==> src/rtl/arb_pkg.sv <==
// arb_pkg: shared types and constants for the bus grant arbiter.
package arb_pkg;

  localparam int NUM_REQ = 8;
  localparam int SEL_W   = 3;

  // Decoder enable levels that keep every grant line inactive.
  localparam logic G1_OFF  = 1'b0;
  localparam logic G2A_OFF = 1'b1;
  localparam logic G2B_OFF = 1'b1;

  typedef enum logic [1:0] {
    ST_IDLE    = 2'd0,
    ST_SETUP   = 2'd1,
    ST_ACTIVE  = 2'd2,
    ST_RELEASE = 2'd3
  } arb_state_t;

  // Lowest active-low request at or after ptr, wrapping past the top index.
  // The caller only uses the result when at least one request is low.
  function automatic logic [SEL_W-1:0] rr_pick(input logic [NUM_REQ-1:0] req_n,
                                               input logic [SEL_W-1:0]   ptr);
    logic [SEL_W-1:0] pick;
    logic [SEL_W-1:0] idx;
    logic             found;
    pick  = ptr;
    found = 1'b0;
    for (int k = 0; k < NUM_REQ; k++) begin
      idx = ptr + SEL_W'(k);
      if (!found && !req_n[idx]) begin
        pick  = idx;
        found = 1'b1;
      end
    end
    return pick;
  endfunction

endpackage

==> src/rtl/decoder_3b.sv <==
// decoder_3b: 3-to-8 decoder with one active-high and two active-low enables,
// active-low one-hot outputs (all high when not enabled).
module decoder_3b (
  input  logic       a,
  input  logic       b,
  input  logic       c,
  input  logic       g1,
  input  logic       g2a,
  input  logic       g2b,
  output logic [7:0] y_n
);

  // Pull the addressed line low only when all three enables are active.
  always_comb begin
    y_n = 8'hFF;
    if (g1 && !g2a && !g2b) begin
      y_n[{a, b, c}] = 1'b0;
    end
  end

endmodule

==> src/rtl/bus_grant_arbiter.sv <==
// bus_grant_arbiter: round-robin grant of one of eight active-low requesters,
// issued through decoder_3b enables.
// Optional macro ARB_TIMEOUT_EN: limit each grant to MAX_HOLD ACTIVE cycles.
//
// state      | meaning
// -----------+-----------------------------------------------------------
// ST_IDLE    | no grant; pick next requester from ptr when any is low
// ST_SETUP   | sel registered, enables off; confirm request still held
// ST_ACTIVE  | enables on, gnt_n[sel] low while the request is held
// ST_RELEASE | enables off, sel held, ptr moves past the served requester
module bus_grant_arbiter
  import arb_pkg::*;
#(
  parameter int MAX_HOLD = 16
) (
  input  logic               clk,
  input  logic               rst_n,
  input  logic [NUM_REQ-1:0] req_n,
  output logic [SEL_W-1:0]   sel,
  output logic               g1,
  output logic               g2a,
  output logic               g2b,
  output logic [NUM_REQ-1:0] gnt_n,
  output logic               busy,
  output logic               timeout
);

  if (MAX_HOLD < 1 || MAX_HOLD > 255) begin : g_bad_hold
    $error("bus_grant_arbiter: MAX_HOLD must be within 1..255");
  end

  arb_state_t       state;
  arb_state_t       state_nx;
  logic [SEL_W-1:0] ptr;
  logic             any_req;
  logic             hold_done;
  logic             en_nx;

  assign any_req = (req_n != '1);
  assign busy    = (state != ST_IDLE);

`ifdef ARB_TIMEOUT_EN
  localparam int HOLD_W = $clog2(MAX_HOLD + 1);

  logic [HOLD_W-1:0] hold_cnt;

  assign hold_done = (hold_cnt == HOLD_W'(MAX_HOLD - 1));

  // Count ACTIVE cycles of the current grant; held at zero outside ACTIVE.
  always_ff @(posedge clk) begin
    if (!rst_n) begin
      hold_cnt <= '0;
    end else if (state != ST_ACTIVE) begin
      hold_cnt <= '0;
    end else begin
      hold_cnt <= hold_cnt + 1'b1;
    end
  end

  // Pulse timeout during RELEASE only when the limit, not the requester, ended the grant.
  always_ff @(posedge clk) begin
    if (!rst_n) begin
      timeout <= 1'b0;
    end else begin
      timeout <= (state == ST_ACTIVE) && !req_n[sel] && hold_done;
    end
  end
`else
  assign hold_done = 1'b0;
  assign timeout   = 1'b0;
`endif

  // Next-state and next enable level.
  always_comb begin
    state_nx = state;
    case (state)
      ST_IDLE:    if (any_req) state_nx = ST_SETUP;
      ST_SETUP:   state_nx = req_n[sel] ? ST_IDLE : ST_ACTIVE;
      ST_ACTIVE:  if (req_n[sel] || hold_done) state_nx = ST_RELEASE;
      ST_RELEASE: state_nx = ST_IDLE;
      default:    state_nx = ST_IDLE;
    endcase
    en_nx = (state_nx == ST_ACTIVE);
  end

  // State register, selection, round-robin pointer and registered enables.
  always_ff @(posedge clk) begin
    if (!rst_n) begin
      state <= ST_IDLE;
      sel   <= '0;
      ptr   <= '0;
      g1    <= G1_OFF;
      g2a   <= G2A_OFF;
      g2b   <= G2B_OFF;
    end else begin
      state <= state_nx;
      if (state == ST_IDLE && any_req) begin
        sel <= rr_pick(req_n, ptr);
      end
      if (state == ST_RELEASE) begin
        ptr <= sel + 1'b1;
      end
      g1  <= en_nx ? 1'b1 : G1_OFF;
      g2a <= en_nx ? 1'b0 : G2A_OFF;
      g2b <= en_nx ? 1'b0 : G2B_OFF;
    end
  end

  decoder_3b u_decoder (
    .a   (sel[2]),
    .b   (sel[1]),
    .c   (sel[0]),
    .g1  (g1),
    .g2a (g2a),
    .g2b (g2b),
    .y_n (gnt_n)
  );

endmodule

==> config.mk <==
export PLATFORM = sky130hd
export DESIGN_NAME = bus_grant_arbiter
export DESIGN_NICKNAME = d
export VERILOG_FILES = /design/src/rtl/arb_pkg.sv /design/src/rtl/decoder_3b.sv /design/src/rtl/bus_grant_arbiter.sv
export SDC_FILE = /design/constraint.sdc
export NUM_CORES = 1
export LEC_CHECK = 0
export ABC_AREA = 1
export BUFFER_PORTS_ARGS = -buffer_cell sky130_fd_sc_hd__buf_4
export CORE_MARGIN = 5
export CORE_UTILIZATION = 48
export CTS_CLUSTER_DIAMETER = 60
export DETAILED_ROUTE_END_ITERATION = 10
export GPL_ROUTABILITY_DRIVEN = 0
export PLACE_DENSITY = 0.68
export SYNTH_ARGS = -nofsm -noshare
export SYNTH_HDL_FRONTEND = slang
export SYNTH_HIERARCHICAL = 1
export SYNTH_SLANG_ARGS = --single-unit
export TNS_END_PERCENT = 100
==> constraint.sdc <==
create_clock -name clk -period 4.75 [get_ports clk]
set_input_delay 0.2375 -clock clk [delete_from_list [all_inputs] [get_ports clk]]
set_output_delay 0.2375 -clock clk [all_outputs]
set_load 0.005 [all_outputs]
==> Yosys cells after proc, flatten, opt, wreduce, memory -nomap -nowiden <==
Cells that the tools add are included.
{ "totals": {"register_bits": 10, "input_bits": 10, "elab_cells": 112} }
{ "op_classes": {"addsub": 8, "magnitude_cmp": 10, "eq_ne": 5, "n_mux": 55, "bitwise": 1, "reduce_logical": 28} }
{ "ops": {"columns": ["operator", "count"], "rows": [
  ["3-bit by 4-bit < comparator with 1-bit output (second input constant)", 9],
  ["1-bit two-way mux", 33],
  ["1-bit binary-select mux with 3-bit select", 9],
  ["3-bit two-way mux", 7],
  ["1-bit zero test", 15],
  ["3-bit adder (second input constant)", 4],
  ["1-bit logical AND", 11],
  ["8-bit two-way mux", 1],
  ["8-bit inequality test (second input constant)", 1],
  ["8-bit NOT", 1],
  ["2-bit case mux with 4 select lines", 1],
  ["3-bit by 1-bit adder with 3-bit output (second input constant)", 2],
  ["3-bit by 2-bit adder with 3-bit output (second input constant)", 2],
  ["2-bit == test (second input constant)", 3],
  ["2-bit two-way mux", 3],
  ["1-bit demux with 3-bit select", 1],
  ["3-bit by 1-bit greater-or-equal comparator with 1-bit output (second input constant)", 1],
  ["2-bit by 1-bit == test with 1-bit output (second input constant)", 1],
  ["2-bit zero test", 1],
  ["2-bit nonzero test", 1]
]} }

==> Longest topological paths before layout <==
{ "depth": {"word_depth": 38, "mapped_depth": 23, "mapped_depth_nobuf": 20} }

==> Cells and area by module <==
The synthesis kept the hierarchy.
{ "by_module_without_submodules": {"columns": ["module", "n_inst", "cells_each", "area_each_um2"], "rows": [
  ["bus_grant_arbiter", 1, 206, 1193.6],
  ["decoder_3b", 1, 26, 105.1]
]} }

==> Least setup slack after synthesis <==
OpenSTA, ideal clock, no wires.
{ "synth_timing": {"path_kind": "reg-to-reg", "from": "register ptr[0]", "to": "register sel[0]", "t_arrival_ns": 2.218, "path_slack_ns": 2.419, "path_stages_with_launch": 18, "path_buffers": 3, "synth_period_minus_slack_ns": 2.331, "path_cell_list": "dfxtp_1 > buf_6 > inv_6 > buf_12 > ha_1 > buf_2 > inv_1 > nor2_1 > nor2_1 > nand2_1 > nand2_2 > inv_2 > nor3_4 > inv_2 > nor4_4 > nor3_1 > o21ai_1 > inv_1"} }
{ "synth_via": {"elab_chain_len": 38} }
{ "synth_lines": {"columns": ["item", "line_no", "text"], "rows": [
  ["from (decl)", "bus_grant_arbiter.sv:34", "logic [SEL_W-1:0] ptr;"],
  ["from (signal assigned)", "bus_grant_arbiter.sv:101", "ptr <= sel + 1'b1;"],
  ["parallel branches: the longest is 37 deep, another holds 3-bit by 1-bit adder with 3-bit output", null, null],
  ["3-bit two-way mux *", "arb_pkg.sv:30", "if (!found && !req_n[idx]) begin"],
  ["to (signal assigned)", "bus_grant_arbiter.sv:98", "sel <= rr_pick(req_n, ptr);"],
  ["to (decl)", "bus_grant_arbiter.sv:19", "output logic [SEL_W-1:0] sel,"]
]} }
Every way passes the cells marked *. The select of a mux whose other input is x is not followed.
A chain may end at the register's enable or synchronous reset.

==> Worst setup path after layout <==
{ "layout_timing": {"from": "register ptr[0]", "to": "register sel[1]"} }
Same word-level chain as after synthesis.

==> metrics.txt <==
# TYPE chip_impl_metric gauge
chip_impl_metric{name="endpoint_required_time_on_the_critical_path",unit="ps"} 4910
chip_impl_metric{name="synth_nets",unit=""} 245
chip_impl_metric{name="floorplan.die_area",unit="um^2"} 3850
chip_impl_metric{name="slew-limit-headroom",unit=""} 0.670
chip_impl_info{name="cp_common_cell",value="nand2_1"} 1
chip_impl_metric{name="ys_types",unit=""} 31
chip_impl_metric{name="nFillCells",unit=""} 278
chip_impl_metric{name="p_per_area",unit="nW/um^2"} 301
chip_impl_metric{name="crit_path_max_fanout",unit=""} 12
chip_impl_metric{name="totalNegativeSetupSlack",unit="ps"} 0
chip_impl_metric{name="peak_supply_drop",unit="V"} 0.000227
chip_impl_metric{name="worst_hold_stages",unit=""} 2
chip_impl_metric{name="finalInstanceArea",unit="um^2"} 1490
chip_impl_metric{name="achievable-frequency",unit="MHz"} 375
chip_impl_metric{name="first_pass_iters",unit=""} 4
chip_impl_metric{name="yosys_warnings",unit=""} 6
chip_impl_metric{name="h_tree_levels",unit=""} 1
chip_impl_metric{name="worstPathBufferInverterCount",unit=""} 2
chip_impl_info{name="cp-start-kind",value="flop"} 1
chip_impl_info{name="path_class",value="reg -> reg"} 1
chip_impl_metric{name="syn-cell-area",unit="um^2"} 1300
chip_impl_metric{name="clock_sinks",unit=""} 10
chip_impl_metric{name="post-route-util",unit=""} 0.591
chip_impl_metric{name="worstRegToRegCells",unit=""} 17
chip_impl_metric{name="post_cts_resize_count",unit=""} 0
chip_impl_metric{name="worstSkewPairLatency",unit="ps"} 270
chip_impl_metric{name="antenna_violating_nets_post_route",unit=""} 0
chip_impl_metric{name="maxCapViolations",unit=""} 0
chip_impl_metric{name="global_route_wire_length_before_repair",unit="mm"} 5.54
chip_impl_metric{name="number_of_global_route_vias_before_repair",unit=""} 1241
chip_impl_metric{name="dieWidth",unit="um"} 62.0
chip_impl_metric{name="drt_iter0_markers",unit=""} 85
chip_impl_metric{name="numPlacedInstances",unit=""} 280
chip_impl_metric{name="p_leak",unit="nW"} 0.728
chip_impl_metric{name="globalRouteTotalUtil",unit=""} 0.190
chip_impl_metric{name="p_sw",unit="mW"} 0.215
chip_impl_metric{name="vias",unit=""} 1445
chip_impl_info{name="grt_setup_unrepaired",value="false"} 1
chip_impl_metric{name="fp.coreArea",unit="um^2"} 2520
chip_impl_info{name="critical_path.cell_chain",value="inv_6 -> ha_1 -> inv_1 -> nand3_1 -> nand3_1 -> nand2_2 -> nand2_1 -> nor2_1 -> nand2_1 -> o21ai_0 -> a21oi_1 -> o21ai_0 -> nand2_1 -> nand2_1 -> nand2_1 -> nand2_1 -> a21oi_1"} 1
chip_impl_metric{name="finalHoldWorstSlack",unit="ps"} 194
chip_impl_metric{name="power.combinational.fraction",unit=""} 0.543
chip_impl_metric{name="overall_overflow_remaining_after_global_route",unit=""} 0
chip_impl_metric{name="clkSlewWorstSetupHoldPaths",unit="ps"} 70
chip_impl_metric{name="seqPwrFrac",unit=""} 0.277
chip_impl_metric{name="layout_worst_path_cycle_share",unit=""} 0.561
chip_impl_metric{name="clock_skew",unit="ps"} 2.54
chip_impl_metric{name="design_power_total",unit="mW"} 0.449
chip_impl_metric{name="rows",unit=""} 18
chip_impl_metric{name="cp_slowest_stage_delay",unit="ps"} 560
chip_impl_metric{name="share_of_cells_above_drive_strength_1",unit=""} 0.209
chip_impl_metric{name="postCtsHoldBufs",unit=""} 0
chip_impl_metric{name="slew_violations",unit=""} 0
chip_impl_metric{name="cell_internal_pwr",unit="mW"} 0.234
chip_impl_metric{name="post_synth.cell_area_avg",unit="um^2"} 5.60
chip_impl_info{name="cpLargestDelayFamily",value="simple AND/OR/NAND/NOR gates"} 1
chip_impl_metric{name="post_synth_inst_count",unit=""} 232
chip_impl_metric{name="ys_seq_elements",unit=""} 10
chip_impl_metric{name="place_area",unit="um^2"} 1450
chip_impl_metric{name="power_switching_share",unit=""} 0.479
chip_impl_metric{name="design.final.nets",unit=""} 268
chip_impl_metric{name="period_minus_slack",unit="ps"} 2660
chip_impl_metric{name="clock_power_share",unit=""} 0.179
chip_impl_info{name="status",value="finished, final reports clean"} 1
chip_impl_metric{name="route.final.wire_length",unit="mm"} 3.29
chip_impl_metric{name="dp_slack",unit="ps"} 2140
chip_impl_metric{name="cts_buffers",unit=""} 3
chip_impl_metric{name="io_buffer_count",unit=""} 24
chip_impl_metric{name="fp.dieH",unit="um"} 62.0
chip_impl_info{name="clk_root_buffer_cell",value="clkbuf_4"} 1
chip_impl_info{name="tritoncts",value="done"} 1
chip_impl_metric{name="finalHoldViolations",unit=""} 0
chip_impl_metric{name="critical_path_at",unit="ps"} 2830
chip_impl_metric{name="finalSetupViolations",unit=""} 0
chip_impl_info{name="hold_path_class",value="in -> reg"} 1
chip_impl_info{name="crit_path_top_delay_cell",value="dfxtp_1"} 1
chip_impl_metric{name="antenna_cells_inserted",unit=""} 0
chip_impl_metric{name="sequential_cell_area",unit="um^2"} 200
chip_impl_metric{name="finish.cell_count_without_fillers",unit=""} 284
chip_impl_metric{name="dpl.hpwl",unit="mm"} 2.71
chip_impl_metric{name="area.growth.synth_to_final",unit="%"} 14.7
chip_impl_metric{name="drc_errors",unit=""} 0
chip_impl_metric{name="ports_placed_on_the_boundary",unit=""} 26
chip_impl_metric{name="post-cts-setup-buffers",unit=""} 0
chip_impl_metric{name="max_slew.worst_pin.slew",unit="ps"} 492
chip_impl_metric{name="multi_input_comb_area",unit="um^2"} 925
chip_impl_metric{name="ctsLongestPathBuffers",unit=""} 2
chip_impl_info{name="end_kind",value="flop"} 1
chip_impl_metric{name="drt-vias-per-instance",unit=""} 5.09
chip_impl_metric{name="start_util",unit=""} 0.515
chip_impl_metric{name="post_synthesis_sequential_area_ratio",unit=""} 0.154
chip_impl_metric{name="drt-wirelength-per-cell",unit="um"} 11.6
chip_impl_metric{name="cp_num_cells",unit=""} 17
chip_impl_metric{name="grt_max_degree",unit=""} 13
chip_impl_metric{name="final_critical_path_setup_slack",unit="ps"} 2090
chip_impl_metric{name="grt_antenna_before_repair",unit=""} 0
==> worst register-to-register path: cells and delay by family (launching register included) <==
family | cells | cell delay [ps]
flip-flops | 1 | 560
adder cells (fa/ha/maj) | 1 | 480
AND/OR/NAND/NOR | 10 | 870
AO/OA/AOI/OAI | 4 | 360
buffers and inverters | 2 | 270
==> layout make-up <==
cell class,count,area share
clock buffers,4,0.0243
inverters,28,0.0747
multi-input cells,188,0.620
flip-flops and latches,10,0.134
well taps,30,0.0252
repair buffers,24,0.121
==> metal layers <==
layer  up-vias  GRT usage  wire length, um
met2        32      0.287             1480
met1       628      0.292             1670
li1        783          -                -
met3         2     0.0186              130
met5         -          0                0
met4         0     0.0364               14
==> layout by cell type, fill, tap and decap left out, types with 2 or more instances in the layout <==
cell type,n
inv_2,6
inv_1,19
nand2_1,73
dfxtp_1,10
o21ai_0,10
a21oi_1,15
ha_1,3
o21ai_1,2
nand2_2,11
nor3_1,3
clkbuf_4,3
nand3_1,25
xnor2_1,3
nor2_1,31
nand3_2,2
buf_4,24
==> path summary, 6_finish.rpt <==
kind / end / slack [ps] / start
worst max-delay path: sel[1]$_SDFFE_PN0P_ / 2090 / ptr[0]$_SDFFE_PN0N_
worst min-delay path: state[0]$_SDFF_PN0_ / 190 / rst_n
worst max register to register: sel[1]$_SDFFE_PN0P_ / 2090 / ptr[0]$_SDFFE_PN0N_
worst min register to register: state[1]$_SDFF_PN0_ / 580 / state[0]$_SDFF_PN0_
==> sequential cells by signal, summed over array words and instances (netlist names) <==
signal  flops
ptr         3
sel         3
state       2
g1          1
g2b         1
==> cells in the mapped netlist (all sizes together) <==
master / instances / share of area
nand2: 84 / 0.26
nor2: 32 / 0.098
nand3: 28 / 0.13
inv: 26 / 0.079
a21oi: 15 / 0.058
o21ai: 12 / 0.046
dfxtp: 10 / 0.15
buf: 6 / 0.048
nor3: 4 / 0.024
ha: 3 / 0.029
xnor2: 3 / 0.020
clkinv: 2 / 0.0067
a31oi: 1 / 0.0048
conb: 1 / 0.0029
nand4: 1 / 0.0048
nor4: 1 / 0.016
o211ai: 1 / 0.0058
o21a: 1 / 0.0058
xor2: 1 / 0.0067
==> cell families (layout without fill, tap and decap cells) <==
group | Yosys count | in the layout | synth area share
buffers and inverters | 34 | 56 | 0.134
and+or+nand+nor | 150 | 150 | 0.533
AOI/OAI and AO/OA | 30 | 30 | 0.120
xor gates and xnor gates | 4 | 4 | 0.0270
adders and majority gates | 3 | 3 | 0.0289
DFF | 10 | 10 | 0.154
other | 1 | 1 | 0.00289
==> power groups by stage <==
stage	clock network [mW]	logic [mW]	registers, mW
final	0.0804	0.244	0.125
after CTS	0.0813	0.244	0.125
after global routing	0.0865	0.278	0.129
after global placement	0	0.244	0.127
after detailed placement	0	0.243	0.127
after floorplan	0	0.190	0.118
Note: power is estimated with default switching activity, not from simulation.
